`config.mk`:
```
export PLATFORM = sky130hd
export DESIGN_NAME = class_select_ctrl
export DESIGN_NICKNAME = d
export VERILOG_FILES = /design/src/rtl/class_select_ctrl.sv
export SDC_FILE = /design/constraint.sdc
export NUM_CORES = 1
export LEC_CHECK = 0
export CAP_MARGIN = 15
export CORE_UTILIZATION = 39
export CTS_BUF_LIST = sky130_fd_sc_hd__clkbuf_4 sky130_fd_sc_hd__clkbuf_8
export CTS_CLUSTER_SIZE = 16
export DETAILED_ROUTE_END_ITERATION = 8
export PLACE_DENSITY = 0.67
export SLEW_MARGIN = 20
export SYNTH_ARGS = -nofsm -noshare
export SYNTH_HDL_FRONTEND = slang
export SYNTH_SLANG_ARGS = --single-unit
```
`constraint.sdc`:
```
create_clock -name Clk -period 2.4 [get_ports Clk]
set_clock_uncertainty 0.2 [all_clocks]
set_input_delay 0.48 -clock Clk [delete_from_list [all_inputs] [get_ports Clk]]
set_output_delay 0.48 -clock Clk [all_outputs]
set_load 0.01 [all_outputs]
```
`src/rtl/class_select_ctrl.sv`:
```
// class_select_ctrl: time-shared arg-max over a frame of NUM_CLASSES signed class scores.
// Define CLASS_SELECT_MARGIN_EN to also track the runner-up and report a confidence margin.
module class_select_ctrl #(
    parameter int NUM_CLASSES   = 8,
    parameter int SCORE_W       = 11,
    parameter int IDX_W         = $clog2(NUM_CLASSES),
    parameter int MARGIN_THRESH = 16
) (
    input  logic                      Clk,
    input  logic                      Reset_n,
    input  logic                      start,
    input  logic                      score_valid,
    output logic                      score_ready,
    input  logic signed [SCORE_W-1:0] score_data,
    output logic                      busy,
    output logic                      result_valid,
    input  logic                      result_ready,
    output logic [IDX_W-1:0]          result_class,
    output logic signed [SCORE_W-1:0] result_score,
    output logic [SCORE_W:0]          result_margin,
    output logic                      result_low_conf
);
    typedef enum logic [1:0] {IDLE, COLLECT, DONE} state_t;

    localparam logic [IDX_W-1:0] LAST_IDX = IDX_W'(NUM_CLASSES - 1);

    state_t                    state;
    logic [IDX_W-1:0]          count;
    logic [IDX_W-1:0]          best_idx;
    logic signed [SCORE_W-1:0] best_score;
    logic                      accept;
    logic                      new_best;

    // score_ready is only high in COLLECT, so a COLLECT-state valid is a handshake.
    assign accept   = (state == COLLECT) && score_valid;
    // The first score of a frame always wins; later ties go to the higher index.
    assign new_best = (count == '0) || (score_data >= best_score);

    // NOTE: all state here is updated with non-blocking assignments so every
    // register samples the pre-edge values of the others, as real flops do.
    always_ff @(posedge Clk or negedge Reset_n) begin
        if (!Reset_n) begin
            // NOTE: best_idx/best_score drive result ports directly, so they are
            // reset too; a mid-frame reset must leave no stale result visible.
            state        <= IDLE;
            count        <= '0;
            best_idx     <= '0;
            best_score   <= '0;
            score_ready  <= 1'b0;
            result_valid <= 1'b0;
            busy         <= 1'b0;
        end else begin
            case (state)
                IDLE: begin
                    if (start) begin
                        state       <= COLLECT;
                        count       <= '0;
                        score_ready <= 1'b1;
                        busy        <= 1'b1;
                    end
                end
                COLLECT: begin
                    if (accept) begin
                        if (new_best) begin
                            best_score <= score_data;
                            best_idx   <= count;
                        end
                        if (count == LAST_IDX) begin
                            state        <= DONE;
                            score_ready  <= 1'b0;
                            result_valid <= 1'b1;
                        end else begin
                            count <= count + 1'b1;
                        end
                    end
                end
                DONE: begin
                    if (result_ready) begin
                        state        <= IDLE;
                        result_valid <= 1'b0;
                        busy         <= 1'b0;
                    end
                end
                default: begin
                    state        <= IDLE;
                    score_ready  <= 1'b0;
                    result_valid <= 1'b0;
                    busy         <= 1'b0;
                end
            endcase
        end
    end

    assign result_class = best_idx;
    assign result_score = best_score;

`ifdef CLASS_SELECT_MARGIN_EN
    localparam logic signed [SCORE_W-1:0] MIN_SCORE = {1'b1, {(SCORE_W-1){1'b0}}};
    localparam logic [SCORE_W:0]          THRESH    = (SCORE_W+1)'(MARGIN_THRESH);

    logic signed [SCORE_W-1:0] second_score;
    logic [SCORE_W:0]          margin;

    always_ff @(posedge Clk or negedge Reset_n) begin
        if (!Reset_n) begin
            second_score <= MIN_SCORE;
        end else if (accept) begin
            if (count == '0) begin
                second_score <= MIN_SCORE;
            end else if (new_best) begin
                second_score <= best_score;
            end else if (score_data > second_score) begin
                second_score <= score_data;
            end
        end
    end

    // best >= second always holds, so the sign-extended difference is non-negative.
    assign margin          = {best_score[SCORE_W-1], best_score}
                           - {second_score[SCORE_W-1], second_score};
    assign result_margin   = result_valid ? margin : '0;
    assign result_low_conf = result_valid && (margin < THRESH);
`else
    assign result_margin   = '0;
    assign result_low_conf = 1'b0;
`endif

endmodule

```
==> metrics <==
status=completed; Die Area=0.00466 sq mm; synth top area cells=dfrtp_1, ha_1, o211ai_1; Die X=68.3 um; die height=68.3 um; Starting Density=0.417; DRC=0; dominant cell by count in the synthesized netlist=dfrtp_1; sequential power share=0.247; worst path required time=2.35 ns; Mean Syn Cell Area=9.07 sq um; clk_lat worst skew=0.27 ns; worst min-delay path class=reg -> reg; Routed Antenna Nets=0; sequential-to-total area share from yosys stat=0.321; maximum vdd drop=460 uV; f_max=0.434 GHz; All-Layer GR Usage=0.185; slew at the pin closest to its max-slew limit=0.643 ns; P_leak=0.000992 uW; Final period util=0.960; Main synth FF type=dfrtp_1; critical path startpoint category=primary input; vias=1516; CTS tree=yes; Final #Nets=262; drt pass-1 iters=4; GPL Wtd Cong=0.810; Gate power share=0.625; largest net degree at the start of global routing=23; Yosys warnings=0; # fillers=390; share of cells above drive strength 1=0.177; fraction of registers with async set/reset=1.00; Ports=46; IO Port Bufs=32; Setup Fix Bufs, Post-CTS=0; Net Sw Frac=0.419; Util after Layout=0.542; Commonest cells post-synth=dfrtp_1, nand2_1, o211ai_1; Overflow after GRT=0; Worst-path clk slew=0.09 ns; final worst setup slack=0.0962 ns; DP Wirelength=2.73 mm; clock share of power=0.128; Power Internal=1610 uW; max-slew violations=0; Slew headroom=0.570; endpoints failing setup=0; final-report hold violation count=0; Post-DP Area=0.00210 sq mm; htree depth=1; CP arrival=2.25 ns; CP Capture Type=flip-flop; Inserted Diodes=0; Mapped Area=0.00171 sq mm; top cell type's share of synthesized area=0.321; EDFF count, synth=0; First DRT Iteration DRCs=69; core area=0.00412 sq mm; number of max-cap violations=0; #FFs+latches synth=22; Power Density=1240 mW/mm^2; critical path class=in -> reg; Mapped Cells=189; Net Sw Power=1160 uW; Wirelength per Cell=14.2 um; clk sink count=22; first-pass GRT wire length=6.41 mm; Distinct cells, synth=36; CP Max Fanout=4; Total Routed Length=3.98 mm; area delta synth->final=30.0%; post-DR vias/cell=5.40; cell taking the most area after synthesis=dfrtp_1; root buffer cell=clkbuf_8; Rows=23; worst slack, placed=-0.238 ns; Max clock buf depth=2; fin crit period=2.30 ns; vias in the first global route=1367; initial antenna violation count=0; CTS Buf Count=3; post-route cell area=0.00223 sq mm
-- power by group through the flow --
stage | Combinational [uW] | Clock [uW] | Sequential, uW
global route | 1920 | 382 | 720
global placement | 1620 | 0 | 689
detailed placement | 1640 | 0 | 690
finish | 1730 | 355 | 685
CTS | 1650 | 363 | 685
floorplan | 995 | 0 | 723
-- cell usage in the layout, fill, tap and decap left out, types with 11 or more instances in the layout --
| master | instances |
|---|---|
| clkdlybuf4s50_1 | 32 |
| dfrtp_1 | 22 |
| nand2_1 | 20 |
| o211ai_1 | 18 |
| buf_4 | 15 |
| inv_1 | 14 |
| a22oi_1 | 13 |
| ha_1 | 13 |
| conb_1 | 13 |
| and2_1 | 11 |
-- state kept, by name, summed over array words and instances (netlist names) --
| name | flops |
|---|---|
| busy | 1 |
| count | 3 |
| result_score | 11 |
| result_valid | 1 |
| score_ready | 1 |
| result_class | 3 |
| state | 2 |
-- cells by family after synthesis --
| kind of cell | after synthesis | synth area share |
|---|---|---|
| AO/OA/AOI/OAI | 64 | 0.304 |
| flip-flops | 22 | 0.321 |
| other | 1 | 0.00219 |
| buffers and inverters | 37 | 0.124 |
| adder cells (fa/ha/maj) | 14 | 0.102 |
| multiplexers | 1 | 0.00657 |
| AND/OR/NAND/NOR | 50 | 0.140 |
-- worst paths after layout --
check | end | slack [ns] | cells past startpoint | startpoint
worst min register to register | busy$_DFFE_PN0P_ | 0.32 | 2 | busy$_DFFE_PN0P_
min in group asynchronous | result_score[5]$_DFFE_PN0P_ | 0.37 | 2 | Reset_n
max in group asynchronous | result_score[1]$_DFFE_PN0P_ | 1.40 | 2 | Reset_n
worst min-delay path | busy$_DFFE_PN0P_ | 0.32 | 2 | busy$_DFFE_PN0P_
worst max register to register | result_score[5]$_DFFE_PN0P_ | 0.31 | 8 | result_score[9]$_DFFE_PN0P_
worst max-delay path | result_score[7]$_DFFE_PN0P_ | 0.1 | 8 | score_data[9]
-- layer usage --
| metal | part of all wire | global-route usage | vias up |
|---|---|---|---|
| met5 | 0 | 0 | - |
| met4 | 0.0063 | 0.0391 | 0 |
| met3 | 0.039 | 0.0300 | 4 |
| met2 | 0.48 | 0.309 | 34 |
| met1 | 0.47 | 0.249 | 731 |
| li1 | - | - | 747 |
-- layout make-up --
type | instances | area [sq um] | share of cell area
Multi-Input combinational cell | 143 | 1050 | 0.470
Clock buffer | 3 | 41.3 | 0.0185
Timing Repair Buffer | 48 | 444 | 0.199
Tap cell | 50 | 62.6 | 0.0281
Clock inverter | 1 | 30.0 | 0.0135
Inverter | 14 | 52.6 | 0.0236
Sequential cell | 22 | 551 | 0.247
-- worst max-delay path: stages --
cell             delay, ns
clkdlybuf4s50_1       0.43
ha_1                  0.32
nand4_1               0.17
nor2_1                0.09
a41o_1                0.30
buf_4                 0.17
a22oi_1               0.17
o211ai_2              0.11
-- stage by stage --
| step | TNS [ns] | hold slack [ns] | std cells | total power [uW] |
|---|---|---|---|---|
| 2_1_floorplan | 0 | -0.0156 | 201 | 1720 |
| 4_1_cts | 0 | 0.324 | 280 | 2700 |
| 6_report | 0 | 0.318 | 281 | 2770 |
| 3_5_place_dp | -2.94 | 0.303 | 276 | 2330 |
| 3_3_place_gp | -2.84 | 0.300 | 276 | 2310 |
| 5_1_grt | -0.0284 | 0.350 | 281 | 3020 |
-- timing repair --
action,4_1_cts,5_1_grt
hold buffers,0,0
gates resized for setup,0,8
endpoints found under the hold margin,0,0
endpoints found under the setup margin,0,14
Power figures use the tool's default switching activity.
